===== config.mk =====
export PLATFORM = sky130hd
export DESIGN_NAME = consmax_vec
export DESIGN_NICKNAME = d
export VERILOG_FILES = /design/src/rtl/consmax_pkg.sv /design/src/rtl/consmax_lane.sv /design/src/rtl/consmax_vec.sv
export SDC_FILE = /design/constraint.sdc
export NUM_CORES = 2
export LEC_CHECK = 0
export CAP_MARGIN = 20
export CORE_ASPECT_RATIO = 1.75
export CORE_MARGIN = 1
export CORE_UTILIZATION = 40
export CTS_BUF_LIST = sky130_fd_sc_hd__clkbuf_8
export CTS_CLUSTER_DIAMETER = 200
export CTS_CLUSTER_SIZE = 30
export DETAILED_ROUTE_END_ITERATION = 8
export GPL_TIMING_DRIVEN = 1
export SLEW_MARGIN = 40
export SYNTH_ARGS = -nofsm -noshare
export SYNTH_HDL_FRONTEND = slang
export SYNTH_HIERARCHICAL = 1
export SYNTH_SLANG_ARGS = --single-unit

===== constraint.sdc =====
create_clock -name clk -period 22.9 [get_ports clk]
set_clock_uncertainty 0.1 [all_clocks]
set_input_delay 5.725 -clock clk [delete_from_list [all_inputs] [get_ports clk]]
set_output_delay 5.725 -clock clk [all_outputs]
set_load 0.01 [all_outputs]

===== src/rtl/consmax_pkg.sv =====
// ConSmax shared helpers: FP field extraction, bias,
// integer saturation limits and LUT table-select bit.
package consmax_pkg;

  function automatic logic fp_sgn(input logic [31:0] w, input int db);
    return w[db-1];
  endfunction

  function automatic logic [31:0] fp_exp(input logic [31:0] w,
                                        input int mb, input int eb);
    return (w >> mb) & ((32'd1 << eb) - 32'd1);
  endfunction

  function automatic logic [31:0] fp_man(input logic [31:0] w, input int mb);
    return w & ((32'd1 << mb) - 32'd1);
  endfunction

  function automatic int fp_bias(input int eb);
    return (1 << (eb - 1)) - 1;
  endfunction

  function automatic int sat_pos(input int ib);
    return (1 << (ib - 1)) - 1;
  endfunction

  function automatic int sat_neg(input int ib);
    return 1 << (ib - 1);
  endfunction

  // waddr bit choosing the high (1) or low (0) table
  function automatic int lut_sel(input int la);
    return la;
  endfunction

endpackage


===== src/rtl/consmax_lane.sv =====
// One ConSmax lane: fp2int, split exp LUT lookup, fmul.
// All data stages share the global enable from the top.
module consmax_lane
  import consmax_pkg::*;
#(
  parameter int EXP_BIT   = 8,
  parameter int MAT_BIT   = 7,
  parameter int DATA_BIT  = EXP_BIT + MAT_BIT + 1,
  parameter int INT_BIT   = 8,
  parameter int LUT_ADDR  = INT_BIT / 2,
  parameter int CDATA_BIT = 8
) (
  input  logic                 clk,
  input  logic                 rstn,
  input  logic                 en_i,
  input  logic [CDATA_BIT-1:0] shift_i,
  input  logic [DATA_BIT-1:0]  din_i,
  input  logic                 we_i,
  input  logic [LUT_ADDR:0]    waddr_i,
  input  logic [DATA_BIT-1:0]  wdata_i,
  output logic [DATA_BIT-1:0]  dout_o
);
  localparam int MW   = INT_BIT + MAT_BIT + 2;
  localparam int EW   = EXP_BIT + 2;
  localparam int PW   = 2 * MAT_BIT + 2;
  localparam int BIAS = fp_bias(EXP_BIT);
  localparam int SEL  = lut_sel(LUT_ADDR);

  logic [DATA_BIT-1:0] d0_q, hi_q, lo_q, dout_q;
  logic [INT_BIT-1:0]  int_q, int_d;
  logic [DATA_BIT-1:0] hi_mem [2**LUT_ADDR];
  logic [DATA_BIT-1:0] lo_mem [2**LUT_ADDR];

  logic               sg;
  logic [EXP_BIT-1:0] ex;
  logic [MAT_BIT:0]   m;
  logic [MW-1:0]      mag, r, lim;
  int                 sh;

  always_comb begin
    sg  = fp_sgn(32'(d0_q), DATA_BIT);
    ex  = EXP_BIT'(fp_exp(32'(d0_q), MAT_BIT, EXP_BIT));
    m   = {1'b1, MAT_BIT'(fp_man(32'(d0_q), MAT_BIT))};
    sh  = int'(ex) - BIAS + int'(shift_i) - MAT_BIT;
    r   = '0;
    mag = '0;
    if (sh >= INT_BIT) begin
      mag = MW'(1) << INT_BIT;
    end else if (sh >= 0) begin
      mag = MW'(m) << sh;
    end else if (-sh <= MAT_BIT + 1) begin
      // keep the last dropped bit in r[0] for half-up rounding
      r   = MW'(m) >> (-sh - 1);
      mag = (r >> 1) + MW'(r[0]);
    end
    lim = sg ? MW'(sat_neg(INT_BIT)) : MW'(sat_pos(INT_BIT));
    if (&ex) mag = lim;
    if (mag > lim) mag = lim;
    if (ex == '0) mag = '0;
    int_d = sg ? INT_BIT'(MW'(0) - mag) : INT_BIT'(mag);
  end

  logic                so, cy;
  logic [EXP_BIT-1:0]  ea, eb;
  logic [PW-1:0]       p;
  logic [MAT_BIT-1:0]  mo;
  logic [EW-1:0]       es;
  logic [DATA_BIT-1:0] prod;

  always_comb begin
    so = fp_sgn(32'(hi_q), DATA_BIT) ^ fp_sgn(32'(lo_q), DATA_BIT);
    ea = EXP_BIT'(fp_exp(32'(hi_q), MAT_BIT, EXP_BIT));
    eb = EXP_BIT'(fp_exp(32'(lo_q), MAT_BIT, EXP_BIT));
    p  = PW'({1'b1, MAT_BIT'(fp_man(32'(hi_q), MAT_BIT))})
       * PW'({1'b1, MAT_BIT'(fp_man(32'(lo_q), MAT_BIT))});
    cy = p[PW-1];
    mo = cy ? MAT_BIT'(p >> (MAT_BIT + 1)) : MAT_BIT'(p >> MAT_BIT);
    es = EW'(ea) + EW'(eb) - EW'(BIAS) + EW'(cy);
    if (ea == '0 || eb == '0 || es[EW-1] || es == '0) begin
      prod = {so, (DATA_BIT-1)'(0)};
    end else if (es >= EW'((1 << EXP_BIT) - 1)) begin
      prod = {so, {EXP_BIT{1'b1}}, MAT_BIT'(0)};
    end else begin
      prod = {so, es[EXP_BIT-1:0], mo};
    end
  end

  always_ff @(posedge clk or negedge rstn) begin
    if (!rstn) begin
      d0_q   <= '0;
      int_q  <= '0;
      hi_q   <= '0;
      lo_q   <= '0;
      dout_q <= '0;
    end else if (en_i) begin
      d0_q   <= din_i;
      int_q  <= int_d;
      hi_q   <= hi_mem[int_q[INT_BIT-1:LUT_ADDR]];
      lo_q   <= lo_mem[int_q[LUT_ADDR-1:0]];
      dout_q <= prod;
    end
  end

  // table storage is deliberately not reset
  always_ff @(posedge clk) begin
    if (we_i && waddr_i[SEL]) hi_mem[waddr_i[LUT_ADDR-1:0]] <= wdata_i;
    if (we_i && !waddr_i[SEL]) lo_mem[waddr_i[LUT_ADDR-1:0]] <= wdata_i;
  end

  assign dout_o = dout_q;

endmodule


===== src/rtl/consmax_vec.sv =====
// Multi-lane ConSmax exponent unit: handshake, stage valid
// chain, LUT write arbitration and per-lane datapaths.
module consmax_vec
  import consmax_pkg::*;
#(
  parameter int LANES     = 4,
  parameter int EXP_BIT   = 8,
  parameter int MAT_BIT   = 7,
  parameter int DATA_BIT  = EXP_BIT + MAT_BIT + 1,
  parameter int INT_BIT   = 8,
  parameter int LUT_ADDR  = INT_BIT / 2,
  parameter int CDATA_BIT = 8
) (
  input  logic                      clk,
  input  logic                      rstn,
  input  logic [CDATA_BIT-1:0]      cfg_shift,
  input  logic                      lut_wen,
  input  logic [LUT_ADDR:0]         lut_waddr,
  input  logic [DATA_BIT-1:0]       lut_wdata,
  output logic                      lut_wready,
  input  logic [LANES*DATA_BIT-1:0] idata,
  input  logic                      idata_valid,
  output logic                      idata_ready,
  output logic [LANES*DATA_BIT-1:0] odata,
  output logic                      odata_valid,
  input  logic                      odata_ready
);
  logic [3:0]           v_q, v_d;
  logic [CDATA_BIT-1:0] shift_q;
  logic                 adv, acc, we;

  assign adv         = ~v_q[3] | odata_ready;
  assign lut_wready  = ~|v_q;
  assign idata_ready = adv & ~lut_wen;
  assign acc         = idata_valid & idata_ready;
  assign we          = lut_wen & lut_wready;
  assign odata_valid = v_q[3];
  assign v_d         = {v_q[2:0], acc};

  always_ff @(posedge clk or negedge rstn) begin
    if (!rstn) begin
      v_q     <= '0;
      shift_q <= '0;
    end else if (adv) begin
      v_q <= v_d;
      if (acc) shift_q <= cfg_shift;
    end
  end

  for (genvar i = 0; i < LANES; i++) begin : g_lane
    consmax_lane #(
      .EXP_BIT  (EXP_BIT),
      .MAT_BIT  (MAT_BIT),
      .DATA_BIT (DATA_BIT),
      .INT_BIT  (INT_BIT),
      .LUT_ADDR (LUT_ADDR),
      .CDATA_BIT(CDATA_BIT)
    ) u_lane (
      .clk    (clk),
      .rstn   (rstn),
      .en_i   (adv),
      .shift_i(shift_q),
      .din_i  (idata[i*DATA_BIT +: DATA_BIT]),
      .we_i   (we),
      .waddr_i(lut_waddr),
      .wdata_i(lut_wdata),
      .dout_o (odata[i*DATA_BIT +: DATA_BIT])
    );
  end

endmodule


==> run metrics <==
DR pass1 iterations=8; HP Class=reg -> reg; post-synthesis mux area share=15.5%; hold buffers post-CTS=0; kind of critical path=in -> out; ranking of synthesized cells by area=edfxtp_1 56%, mux4_2 13%, dfrtp_1 6.9%; # placed instances=10300; Iter 0 DRT Violations=4533; Seq/Total Area, Yosys=63.2%; DR vias/cell=5.66; Slew HR=41.6%; CTS max path bufs=3; GPL Wtd Cong=0.853; failing checks=DRC; Synth Flop Type=edfxtp_1; RSZ-0062 raised after global routing=no; Synth Net Count=7187; Synth top cells by count=2048 x edfxtp_1, 642 x mux4_2, 369 x inv_1, 362 x nor2_1, 340 x ha_1; Fillers=23800; Synth Area per Inst=16.5 sq um; Die Y=693 um; Die ar.=275000 sq um; Wirelength per Cell=25.8 um; total DRC errors in the routed layout=34; Final Util=43.5%; Vias=59100; compound-cell area share of the yosys netlist=4.92%; post-synth top area share=56.3%; DP Area=116000 sq um; Post-Syn Area=109000 sq um; xor/xnor share of the synthesized area=1.13%; total track usage=19.5%; largest net degree at the start of global routing=113; EDFF count, synth=2048; Syn. warnings=6; TritonCTS clock tree=done; Core Region=271000 sq um; share of layout cells above drive strength 1=19.3%; crit-path max FO=6; DRT Wirelength=269 mm; Worst Hold Launch=g_lane[0].u_lane/dout_o[9]$_DFFE_PN0P_; Worst setup SP type=input pin; global-route wire length before repair=402 mm; Post-synth ARST share=12.8%; max-cap viol count=0; Num CTS Buffers=88; Non-Filler Instances=10500; initial antenna violation count=9; dpl hpwl=183 mm; GRT overflow=0; CTS H-Tree Depth=3; Setup TNS=0 ns; row count=253; Synth Area in Adders=6.61%; crit share post-route=56.1%; width of the die=397 um; post-layout min period=12.84 ns; outcome=complete, but fails checks; main combinational cell family by area after synthesis=multiplexers; Synth-to-Final Area Change=8.14%; fmax=77.9 MHz; Port-buffer cells=164; DRT antenna net count=0; Crit path required time=17.07 ns; Hold EP=g_lane[0].u_lane/dout_o[9]$_DFFE_PN0P_; R2R cell count=43; fin area=118000 sq um; most common cell in the netlist=edfxtp_1; Setup violations, final=0; Nets=7384; Worst-Skew Late Latency=0.95 ns; Synth area leader=edfxtp_1; Simple-Gate Fraction of Synth Area=6.42%; Netlist cell types=119; CP Launch Point=odata_ready; RR Startpoint=g_lane[0].u_lane/d0_q[7]$_DFFE_PN0P_; Post CTS Setup Buffer Count=0; Final Hold Vio Count=0; Post-CTS Resized=0; Critical Path AT=7.02 ns; clock sink count=2348; r2r setup slk=11.71 ns; Cells after Synth=6601; hold depth=1; # IOs=165; flops & latches, synth=2348; clk root buf=clkbuf_8; Starting Density=40.2%; Worst-path clk slew=0.17 ns; FF-to-FF End=g_lane[0].u_lane/int_q[6]$_DFFE_PN0P_; Worst-Margin Slew=0.876 ns; Final Max Slew Viols=0; vias in the first global route=62100; Worst Setup End Kind=primary output
state kept, by name, summed over array words and instances, names as in the netlist:
signal / flops
g_lane.u_lane/dout_o: 64
v_q: 4
g_lane.u_lane/hi_q: 64
g_lane.u_lane/d0_q: 64
g_lane.u_lane/hi_mem: 1024
g_lane.u_lane/lo_q: 64
g_lane.u_lane/int_q: 32
g_lane.u_lane/lo_mem: 1024
shift_q: 8
layout by cell type, fill, tap and decap left out, types with 23 or more instances in the layout:
cell type / n
edfxtp_1: 2048
mux4_2: 642
inv_1: 437
nor2_1: 341
ha_1: 339
dfrtp_1: 276
nand2_1: 262
mux2_2: 178
and2_1: 171
buf_4: 170
a21oi_1: 167
o21ai_0: 147
fa_1: 146
clkdlybuf4s50_1: 143
nand3_1: 113
clkbuf_8: 88
nor3_1: 74
xnor2_1: 70
xor2_1: 52
o2bb2ai_1: 52
nand2b_1: 47
a21o_1: 42
nand4_1: 42
mux2i_1: 42
nor4_1: 40
buf_6: 40
nor2b_1: 39
o211ai_1: 36
and3_1: 31
a31oi_1: 30
nor3_2: 28
o21a_1: 26
o21bai_1: 24
or2_2: 23
worst max path at each step:
stage | endpoint
after CTS | idata_ready
after global placement | idata_ready
after detailed placement | idata_ready
after global routing | idata_ready
final | idata_ready
after floorplan | idata_ready
metrics by stage:
step	hold WS [ns]	worst slack, ns
global route	0.427	10.00
detailed placement	0.372	10.04
finish	0.411	10.06
floorplan	0.353	11.10
global placement	0.370	10.03
CTS	0.416	10.04
kinds of logic after synthesis:
kind of cell | after synthesis
and+or+nand+nor | 1368
buffers and inverters | 634
xor gates and xnor gates | 133
DFF | 2348
AOI/OAI and AO/OA | 765
muxes | 865
adders and majority gates | 488
worst max-delay path, stage by stage:
cell	delay [ns]
clkdlybuf4s50_1	0.45
nor2b_4	0.28
nor2_1	0.08
clkdlybuf4s50_1	0.48
per-layer routing:
layer	up-vias	global-route usage, %	wire length (um)
met5	-	0	0
met2	1331	37.7	151000
met1	31300	22.9	103000
met3	294	1.66	9710
met4	0	4.88	6400
li1	26200	-	-
layout make-up:
| cell class | instances | area, sq um | area share [%] |
|---|---|---|---|
| Antenna cell | 7 | 17.5 | 0.0148 |
| Clock buffer | 88 | 1210 | 1.03 |
| Clock inverter | 78 | 372 | 0.315 |
| Inverter | 374 | 1410 | 1.20 |
| Multi-Input combinational cell | 3619 | 38200 | 32.3 |
| Sequential cell | 2348 | 69100 | 58.5 |
| Tap cell | 3570 | 4470 | 3.78 |
| Timing Repair Buffer | 367 | 3370 | 2.86 |
Power is not shown: default switching activity piles up to over one toggle a cycle in this logic, so the estimate is an artifact.
